--- src/rtl/outport_vc_arbiter.sv ---
// Per-output-port VC scheduler: round-robin fill of the polarity VC, drain of the opposite VC.
// Optional OUTPORT_HOP_SHIFT_EN: hop field [55:48] is shifted right by one on load.
module outport_vc_arbiter #(
  parameter int unsigned DATA_WIDTH = 64,
  parameter int unsigned NUM_REQ    = 5
) (
  input  logic                          clk,
  input  logic                          reset,
  input  logic                          polarity_i,
  input  logic [NUM_REQ-1:0]            req_vld_i,
  input  logic [NUM_REQ*DATA_WIDTH-1:0] req_data_i,
  output logic [NUM_REQ-1:0]            req_gnt_o,
  output logic                          so_o,
  input  logic                          ro_i,
  output logic [DATA_WIDTH-1:0]         do_o,
  output logic [1:0]                    vc_full_o
);

  localparam int unsigned PTR_W  = (NUM_REQ > 1) ? $clog2(NUM_REQ) : 1;
  localparam int unsigned VC_BIT = DATA_WIDTH - 1;

  logic [DATA_WIDTH-1:0] vc_data_q [2];
  logic [1:0]            vc_full_q;
  logic [PTR_W-1:0]      rr_ptr_q  [2];

  logic                  fill_vc;
  logic                  drain_vc;
  logic [NUM_REQ-1:0]    elig;
  logic [NUM_REQ-1:0]    gnt;
  logic                  gnt_vld;
  logic [PTR_W-1:0]      win_idx;
  logic [PTR_W-1:0]      rr_ptr_d;
  logic [DATA_WIDTH-1:0] win_data;
  logic [DATA_WIDTH-1:0] load_data;
  logic                  drain_fire;

  assign fill_vc  = polarity_i;
  assign drain_vc = ~polarity_i;

  // Requesters whose VC bit matches the fill phase, while the fill register has room
  always_comb begin
    elig = '0;
    for (int i = 0; i < int'(NUM_REQ); i++) begin
      elig[i] = req_vld_i[i] && (req_data_i[i*DATA_WIDTH + VC_BIT] == fill_vc) &&
                !vc_full_q[fill_vc] && !reset;
    end
  end

  // Round-robin search starting at the fill VC's pointer
  always_comb begin
    int unsigned idx;
    idx     = 0;
    gnt_vld = 1'b0;
    win_idx = '0;
    for (int unsigned k = 0; k < NUM_REQ; k++) begin
      idx = 32'(rr_ptr_q[fill_vc]) + k;
      if (idx >= NUM_REQ) idx = idx - NUM_REQ;
      if (!gnt_vld && elig[idx]) begin
        gnt_vld = 1'b1;
        win_idx = PTR_W'(idx);
      end
    end
    gnt      = gnt_vld ? (NUM_REQ'(1) << win_idx) : '0;
    rr_ptr_d = (32'(win_idx) == NUM_REQ - 1) ? '0 : win_idx + PTR_W'(1);
  end

  always_comb begin
    win_data = '0;
    for (int i = 0; i < int'(NUM_REQ); i++) begin
      if (gnt[i]) win_data = req_data_i[i*DATA_WIDTH +: DATA_WIDTH];
    end
    load_data = win_data;
`ifdef OUTPORT_HOP_SHIFT_EN
    load_data[55:48] = {1'b0, win_data[55:49]};
`endif
  end

  assign so_o       = vc_full_q[drain_vc] && !reset;
  assign do_o       = so_o ? vc_data_q[drain_vc] : '0;
  assign drain_fire = so_o && ro_i;

  // Fill and drain always address different VCs, so no register sees load and clear together
  always_ff @(posedge clk) begin
    if (reset) begin
      vc_full_q    <= '0;
      vc_data_q[0] <= '0;
      vc_data_q[1] <= '0;
      rr_ptr_q[0]  <= '0;
      rr_ptr_q[1]  <= '0;
    end else begin
      if (gnt_vld) begin
        vc_data_q[fill_vc] <= load_data;
        vc_full_q[fill_vc] <= 1'b1;
        rr_ptr_q[fill_vc]  <= rr_ptr_d;
      end
      if (drain_fire) vc_full_q[drain_vc] <= 1'b0;
    end
  end

  assign req_gnt_o = gnt;
  assign vc_full_o = vc_full_q;

endmodule

--- config.mk ---
export PLATFORM = sky130hd
export DESIGN_NAME = outport_vc_arbiter
export DESIGN_NICKNAME = d
export VERILOG_FILES = /design/src/rtl/outport_vc_arbiter.sv
export SDC_FILE = /design/constraint.sdc
export NUM_CORES = 1
export LEC_CHECK = 0
export ABC_CLOCK_PERIOD_IN_PS = 9000
export CORE_ASPECT_RATIO = 0.75
export CORE_UTILIZATION = 40
export DETAILED_ROUTE_END_ITERATION = 10
export PLACE_DENSITY = 0.78
export SYNTH_ARGS = -nofsm -noshare
export SYNTH_HDL_FRONTEND = slang
export SYNTH_SLANG_ARGS = --single-unit
--- constraint.sdc ---
create_clock -name clk -period 9 [get_ports clk]
set_input_delay 1.8 -clock clk [delete_from_list [all_inputs] [get_ports clk]]
set_output_delay 1.8 -clock clk [all_outputs]
set_load 0.01 [all_outputs]
# Yosys cells after proc, flatten, opt, wreduce, memory -nomap -nowiden

Memories as Yosys holds them, arrays and structs flattened.
Cells that the tools add are included.

$add $sub $neg: 10
Multipliers: 0
Div/mod/pow operators: 0
Order comparisons: 14
Equal/unequal tests: 6
Shifts and indexed selects: 1
Muxes and demuxes: 55
Bitwise operators: 4
Reductions and logical operators: 31

Operator list:

| kind                                                                   | count |
|---|---|
| 64-bit 2-to-1 mux                                                      | 7 |
| 32-bit by 4-bit < comparator with 1-bit output (second input constant) | 5 |
| 32-bit 2-to-1 mux                                                      | 5 |
| 64-bit OR reduction                                                    | 1 |
| 1-bit 2-to-1 mux                                                       | 25 |
| 1-bit logical AND                                                      | 23 |
| 3-bit 2-to-1 mux                                                       | 7 |
| 4-bit by 3-bit subtractor with 5-bit output (second input constant)    | 4 |
| 4-bit by 3-bit >= comparator with 1-bit output (second input constant) | 4 |
| 1-bit binary-select mux with 3-bit select                              | 5 |
| 3-bit by 2-bit adder with 4-bit output (second input constant)         | 2 |
| 1-bit zero test                                                        | 6 |
| 2-bit 2-to-1 mux                                                       | 3 |
| 1-bit == test                                                          | 5 |
| 5-bit 2-to-1 mux                                                       | 1 |
| 1-bit by 3-bit left shift with 5-bit output (first input constant)     | 1 |
| 3-bit by 1-bit adder with 4-bit output (second input constant)         | 1 |
| 3-bit by 3-bit adder with 4-bit output (second input constant)         | 1 |
| 1-bit by 2-bit < comparator with 1-bit output (second input constant)  | 2 |
| 3-bit by 3-bit subtractor with 4-bit output (second input constant)    | 1 |
| 3-bit by 1-bit adder with 3-bit output (second input constant)         | 1 |
| 3-bit == test (second input constant)                                  | 1 |
| 3-bit >= comparator (second input constant)                            | 1 |
| 3-bit OR reduction                                                     | 1 |
| 6 further kinds                                                        | 8 |

Register bits after elaboration: 2
Latch bits: 0
Bits in writable memories: 134
ROM bits: 0
Bits of input ports: 329
Output and inout bits: 72
Word-level logic and storage cells: 124
Memories kept: 2

Memory list:

| memory    | words | width | read ports | clocked after memory_dff | write ports | line | text |
|---|---|---|---|---|---|---|---|
| vc_data_q | 2     | 64    | 1          | 0                        | 2           | 22   | `logic [DATA_WIDTH-1:0] vc_data_q [2];` |
| rr_ptr_q  | 2     | 3     | 1          | 0                        | 2           | 24   | `logic [PTR_W-1:0] rr_ptr_q [2];` |

# Longest topological paths before layout

Gate-level depths: netlist of the first run.

Depth in word-level cells: 28
Mapped depth: 25
Mapped depth without buffers: 22

# Worst setup path before layout of the first run

OpenSTA, ideal clock, no wires.

Path kind: input port to flip-flop
Start point: input polarity_i
End point: memory rr_ptr_q[0][0] (netlist bit), enable pin
Setup time: 0.585 ns
Arrival time: 8.962 ns
Required time: 8.415 ns
Setup slack: -0.547 ns
Stages on the path: 12
Buffers on the path: 2
Cells stage by stage: mux2i_2 > clkbuf_1 > ha_1 > inv_1 > ha_1 > clkbuf_1 > a2111o_1 > a21oi_1 > o211ai_1 > a21oi_2 > nor3_2 > o21ai_0

RTL lines:

| item            | line | text |
|---|---|---|
| start, declared | 9    | `input logic polarity_i,` |
| end, declared   | 24   |  |

# Final worst setup path of the first run

Start point: input polarity_i
End point: output req_gnt_o[4]

Cells in the longest elaborated chain, start to end: 22
Elaborated cells between the ends (all ways): 73
Classes of those cells: add/sub: 9; order compare: 5; eq/ne: 5; shift: 1; mux: 28; reduce/logical: 24; memory: 1

Ends and longest elaborated chain:

| item                                                                                                 | line | text |
|---|---|---|
| parallel branches: the longest is 21 deep, another holds 4-bit by 3-bit subtractor with 5-bit output | -    |  |
| 5-bit 2-to-1 mux (*)                                                                                 | 63   | `gnt = gnt_vld ? (NUM_REQ'(1) << win_idx) : '0;` |
| end, declared                                                                                        | 12   | `output logic [NUM_REQ-1:0] req_gnt_o,` |

Mark *: on every way between the ends. The select of a mux whose other input is x is not followed.

==> results of run 1 <==
==> sequential cells by signal, summed over array words and instances (netlist names) <==
signal and cells:
rr_ptr_q 6, vc_full_o 2, vc_data_q 128
==> metal layers <==
| metal | up-vias | routed length [µm] |
|---|---|---|
| met5 | - | 12 |
| met2 | 499 | 17300 |
| met1 | 4851 | 16700 |
| li1 | 4499 | - |
| met4 | 2 | 664 |
| met3 | 50 | 3010 |
==> cell families after synthesis <==
family / count (synthesis) / synth area share (%)
multiplexers: 72 / 7.49
adder cells (fa/ha/maj): 15 / 1.92
buffers and inverters: 115 / 4.98
AND/OR/NAND/NOR: 220 / 10.1
XOR/XNOR: 1 / 0.166
AO/OA/AOI/OAI: 400 / 33.8
flip-flops: 136 / 41.6
==> per-stage QoR <==
stage          cell area [µm²]  worst slack [ns]  cells  hold WS, ns
5_1_grt                  14600             0.273   1639        0.644
2_1_floorplan             9780              1.27    959        0.547
3_5_place_dp             14000             0.565   1607        0.589
3_3_place_gp             14000             0.661   1607        0.587
4_1_cts                  14600             0.567   1639        0.597
6_report                 14600             0.563   1639        0.611
==> how the worst min path moves through the flow <==
stage | from | end | slack (ns) | depth (start not counted)
2_1_floorplan | vc_full_o[1] | vc_full_o[1] | 0.55 | 2
3_3_place_gp | vc_full_o[1] | vc_full_o[1] | 0.59 | 2
3_5_place_dp | vc_full_o[1] | vc_full_o[1] | 0.59 | 2
4_1_cts | vc_full_o[1] | vc_full_o[1] | 0.60 | 2
5_1_grt | vc_full_o[1] | vc_full_o[1] | 0.64 | 2
6_report | vc_full_o[1] | vc_full_o[1] | 0.61 | 2
==> cell type report <==
cell class / instances / area, µm² / share of cell area (%)
multi-input combinational: 708 / 5300 / 36.3
timing repair buffer: 416 / 4120 / 28.2
sequential: 136 / 4060 / 27.8
clock buffer: 19 / 433 / 2.96
tap: 331 / 414 / 2.83
clock inverter: 13 / 219 / 1.50
inverter: 16 / 62.6 / 0.428
==> cells in the mapped netlist (2+ instances only) <==
cell      instances
o211ai_1          2
buf_6             2
ha_1             15
inv_2             4
and3b_1           2
a21oi_2           2
o32ai_2           2
dfxtp_1           2
or2_2             2
or3_1             2
buf_2             9
nor2b_1           4
a21oi_1          14
o211a_1         126
nor2_1           94
nand2b_1          4
o21ai_1           2
and3_1            2
clkbuf_1         74
o31ai_1           2
nand2_1          80
o21bai_1          2
o22ai_1           6
a32oi_1           3
o21ai_0          76
buf_4             7
inv_1            10
a21o_1            5
a221o_1          64
and2_1            3
o32ai_1           2
edfxtp_1        134
nand3_1           3
and4b_1           2
a211oi_1          9
buf_1             7
a22oi_1          63
o311a_1           2
nor4_1            3
a31oi_1           3
mux2i_1          68
nor3_1           10
nor4b_1           2
==> worst max-delay path, stage by stage <==
cell             delay [ns]
buf_4                  0.15
mux2_4                 0.39
inv_2                  0.21
ha_1                   0.18
inv_1                  0.04
ha_1                   0.42
a2111oi_1              0.58
nor4_1                 0.12
o211ai_1               0.22
a21oi_2                0.17
nor3_1                 0.40
nand2_1                0.16
o22a_1                 0.21
o22ai_1                0.37
inv_1                  0.17
ha_1                   0.25
inv_1                  0.15
a211o_4                0.14
inv_2                  0.04
clkdlybuf4s50_1        0.46
==> results.txt, run 1 <==
The aggregate routed wire length is 37.6 mm. The most critical setup path has its endpoint at req_gnt_o[4]. The repair_antennas step left the layout with diodes totalling 0. The share of the Yosys chip area taken by registers is 41.6%. The number of cells on the worst reg-to-reg path is 21. By startpoint and endpoint, the worst setup path is classified as in2out. The number of remaining DRC errors is 0.

By area the synthesized netlist is led by edfxtp_1 (41%), o211a_1 (13%), mux2i_1 (7.0%). The endpoint identified for the worst register-to-register timing path is vc_data_q[1][25]. The share of synthesized flip-flops with an asynchronous set or reset works out to 0%. The number of warnings issued by yosys is 0. Number of synthesized flops with an enable pin: 134. In this run the tightest slew margin relative to its limit is 23.2%. Cell area after synthesis: 0.00978 mm².

The first global-routing pass estimated 55.3 mm of wire. The tools report the number of cells produced by synthesis as 959. Setup repair after global routing left no endpoint under its margin. Most area-hungry cell type in the Yosys netlist: edfxtp_1.

The run gives 0 ns as the final setup TNS. In this run the count of I/O pins placed on the die edge is 401. The final critical delay including setup and external delays is 8.44 ns, and the number of routed nets with antenna violations is 0. Along the worst path, the maximum fanout reaches 12. The floorplan step set the die height to 137 µm.

When the netlist entered floorplanning its net count stood at 1303. The clock arrives with 0.0133 ns of skew. Entering global routing, the biggest net connects 107 pins.

The count of input and output buffers works out to 400. The floorplan step defined a die boundary enclosing 0.0251 mm². The post-layout net count was 1639; the count of final setup violators was 0. STA puts the critical path data required time at 7.20 ns. The layer flagged by global routing as most heavily used is met2.

STA classifies the critical path startpoint as a primary input. After layout, the worst path uses 93.7% of the clock period. The tools report the count of fill cells added during filler insertion as 1991. For the number of vias after detailed routing, the log shows 9901. The library cell used most frequently in the layout, excluding fill and tap cells, is clkdlybuf4s50_1. The register-to-register setup slack is 2.41 ns, and the area growth from synthesis to layout is 49.5%. Across the run, the number of max-cap violations was 0. The tools report the final global-route overflow total as 0. In the routed layout, each cell is associated on average with a via count of 6.04. The leading register cell type out of synthesis was edfxtp_1.

The detailed router's first-iteration violation count was 919; the peak clock frequency supported by timing was 119 MHz. The worst hold path belongs to the class reg2reg. In this run the critical register-to-register path is launched from rr_ptr_q[0][1]. The run gives 0 as the final number of hold-violating endpoints. In the layout the commonest cells are clkdlybuf4s50_1 (399), edfxtp_1 (134), o211a_1 (126). The core region is 0.0240 mm².

The tools report the post-route core utilization as 60.9%. The distinct cell type count after synthesis was 72. The clock reaches the later pin of the worst-skew pair after 0.42 ns. In this run the core area contains 49 standard-cell rows.

The share of synthesized area in the top cell type comes to 41.2%. The tree built by TritonCTS fans out to 136 sinks. Each instance of the synthesized netlist takes up on average 10.2 µm². The tools report the initial antenna violation count as 1. Clock tree synthesis selected as its root buffer the cell clkbuf_16.

The die is 183 µm wide. Once detailed placement completed, the half-perimeter wirelength came to 26.6 mm. Hold repair after CTS inserted 0 buffers.

The routing usage on met3 came out at 5.87%. TritonCTS built the clock tree. At the worst endpoint, the arrival time is 6.64 ns.

The run gives 40.8% as the starting density of the core. STA classifies the critical path endpoint as an output port. Synthesis inferred 136 register bits. The wire length per cell after detailed routing is 23.0 µm.

The run gives 0 as the number of max-slew violations in the final report. The post-route netlist has 6.27% of its cells at a drive strength greater than 1. For this run, global-route usage on met1 was measured as 41.5%. For the number of global-route vias before repair, the log shows 9133. The transition time of the tightest slew-check pin works out to 1.15 ns. The clock transition at the registers of the reported paths works out to 0.06 ns. The run finished with clean final reports. In this run the worst setup path begins at polarity_i. Post-CTS repair changed the size of 0 cells. In the global route stage, met2 resource usage came out at 45.3%. The number of clock buffers added by TritonCTS is 17. In this run the deepest clock path goes through 2 buffers. The total number of H-tree levels is 4, and the number of setup buffers added after CTS is 0. The weighted congestion reported at the end of routability-driven placement is 0.910, and the total global-route track usage is 29.1%. The detailed-routing iteration count for the pre-antenna-repair pass came out at 7.
Power of run 1 is left out: the tool's default activity adds up to more than one toggle a clock period on the data nets, which glitch-free logic cannot reach.
==> inputs of run 2 (changes only) <==
--- a/config.mk
+++ b/config.mk
@@ -7,6 +7,7 @@
 export LEC_CHECK = 0
 export ABC_CLOCK_PERIOD_IN_PS = 9000
 export CORE_ASPECT_RATIO = 0.75
+export CORE_MARGIN = 2
 export CORE_UTILIZATION = 40
 export DETAILED_ROUTE_END_ITERATION = 10
 export PLACE_DENSITY = 0.78
==> results.txt, run 2 (synthesized netlist as in run 1, its figures left out) <==
The beginning of the worst register-to-register path is rr_ptr_q[0][1]. The area after detailed placement was 0.0140 mm² (+0.41%); the detailed-routing iteration count for the pre-antenna-repair pass was 8 (+1). The count of maximum capacitance violations was 0 (unchanged).

The horizontal die dimension was 185 µm (+1.1%). The total global-route track usage is 28.1% (-0.98 points), and the share of final-layout standard cells stronger than drive strength 1 is 6.70% (+0.43 points). The logs give 0.0147 mm² (+0.51%) for the post-route cell area and 0 (unchanged) for the number of setup buffers added after CTS.

Final critical delay including setup and external delays: 8.71 ns (+0.273 ns). Sum of net half-perimeters after detailed placement: 26.4 mm (-0.54%). The number of buffers added to fix hold violations after cts came out at 0 (unchanged).

The tools report the critical path launch point type as a primary input. The path class of the tightest hold or removal check is reg2reg. Total number of H-tree levels: 4 (unchanged).

The origin of the worst setup path was polarity_i. Leaving out fill and tap cells, the most frequent cells in the layout are clkdlybuf4s50_1 (399), edfxtp_1 (134), o211a_1 (126). The average via count per standard cell is 5.99 (-0.90%), and the weighted congestion reported at the end of routability-driven placement is 0.890 (-2.3%). The count of final setup violators came out at 0 (unchanged). The clock transition at the registers of the reported paths works out to 0.06 ns (about the same). TritonCTS built the clock tree. The flow ran to the end, and the final reports show no timing, DRC or antenna violations.

The run gives 0.0257 mm² (+2.6%) as the overall die area. From synthesis to final layout, the design area changed by 50.2%. The run gives 49 (unchanged) as the number of cell rows.

The height of the die is 139 µm (+1.5%), and the wire length per cell after detailed routing is 22.8 µm (-0.88%). The worst endpoint data arrival time was 6.91 ns (+0.27 ns); the number of vias after detailed routing was 9842 (-0.60%). The final global-route overflow total was 0 (unchanged). The starting density of the core was 40.8% (unchanged). The pin count of the biggest net entering global routing is 94 (-12%), and the worst endpoint required time is 7.20 ns (about the same). The period utilization was 96.8% (+3.0 points).

Critical hold path startpoint: vc_full_o[1]. The number of flip-flops under the largest register name is 128 (unchanged). Classification of the worst setup path: in2out.

The number of global-route vias before repair was 9207 (+0.81%); the placeable core area was 0.0240 mm² (unchanged). The aggregate routed wire length is 37.4 mm (-0.58%), and the peak clock frequency supported by timing is 115 MHz (-3.1%). The first-pass GRT wire length was 55.1 mm (-0.34%); the setup clock skew after layout was 0.00939 ns (-0.00390 ns). The number of remaining DRC errors was 0 (unchanged); the count of input and output buffers was 400 (unchanged). The detailed router's first-iteration violation count is 931 (+1.3%).

Transition time of the tightest slew-check pin: 1.12 ns (-0.0237 ns). Leading cell type in the layout, fill and taps excluded: clkdlybuf4s50_1. The endpoint type of the worst setup path was an output port. CTS placed an instance of clkbuf_16 at the clock tree root.

The register with the highest flop count is vc_data_q. The final setup TNS came out at 0 ns (unchanged). The total of cells resized after clock tree synthesis is 0 (unchanged), and the top-level I/O count is 401 (unchanged).

The clock latency of the later-clocked register in the worst-skew pair is 0.42 ns (about the same). The number of routed nets with antenna violations was 0 (unchanged); the count of antenna diodes in the layout was 0 (unchanged). The logs give 25.1% (+1.9 points) for the max-slew headroom at the worst pin and 0 (unchanged) for the number of max-slew violations in the final report.

The post-layout net count is 1645 (+0.37%), and the maximum number of buffers from clock root to sink is 2 (unchanged). The clock buffer count from CTS was 17 (unchanged); the number of sinks handled by clock tree synthesis was 136 (unchanged). Setup repair after global routing left no endpoint under its margin. The maximum net fanout on the critical path is 18 (+6). The final number of hold-violating endpoints is 0 (unchanged). The initial antenna violation count came out at 2 (+1).
==> run 2: worst max-delay path, cell delays in order <==
cell	delay (ns)
buf_4	0.27
mux2_4	0.42
inv_2	0.23
ha_1	0.46
nand2b_1	0.16
a2111oi_1	0.65
nor4_1	0.14
o211ai_1	0.23
a21oi_2	0.11
nor3_1	0.40
nand2_1	0.19
o22a_1	0.22
o22ai_1	0.35
ha_2	0.24
buf_4	0.27
inv_1	0.09
nor2_1	0.12
clkdlybuf4s50_1	0.54
==> run 2: final cells by class <==
| class | instances | area [µm²] |
|---|---|---|
| sequential | 136 | 4060 |
| tap | 331 | 414 |
| inverter | 16 | 62.6 |
| timing repair buffer | 422 | 4180 |
| fill | 1966 | 9290 |
| clock inverter | 14 | 244 |
| clock buffer | 17 | 425 |
| multi-input combinational | 708 | 5300 |
==> run 2: path summary, 6_finish.rpt <==
kind / endpoint / slack, ns / cells after the start
min: vc_full_o[1] / 0.60 / 2
min reg2reg: vc_full_o[1] / 0.60 / 2
max reg2reg: vc_data_q[1][20] / 2.53 / 19
max: req_gnt_o[1] / 0.29 / 18
==> run 2: stage by stage <==
stage / hold WS, ns / setup WS (ns) / utilization (%) / std cells
after floorplan: 0.547 / 1.27 / - / 959
after global placement: 0.576 / 0.507 / 58.5 / 1613
final: 0.605 / 0.289 / 61.3 / 1644
after global routing: 0.624 / 0.0372 / 61.3 / 1644
after detailed placement: 0.587 / 0.367 / 58.5 / 1613
after CTS: 0.596 / 0.359 / 61.3 / 1644
==> run 2: layer usage <==
layer	routed length, µm	up-vias	global-route usage (%)
met5	23	-	0
li1	-	4519	-
met4	473	4	5.98
met2	16800	490	42.9
met1	16700	4787	40.5
met3	3370	42	6.91
Power of run 2 is left out for the same reason.
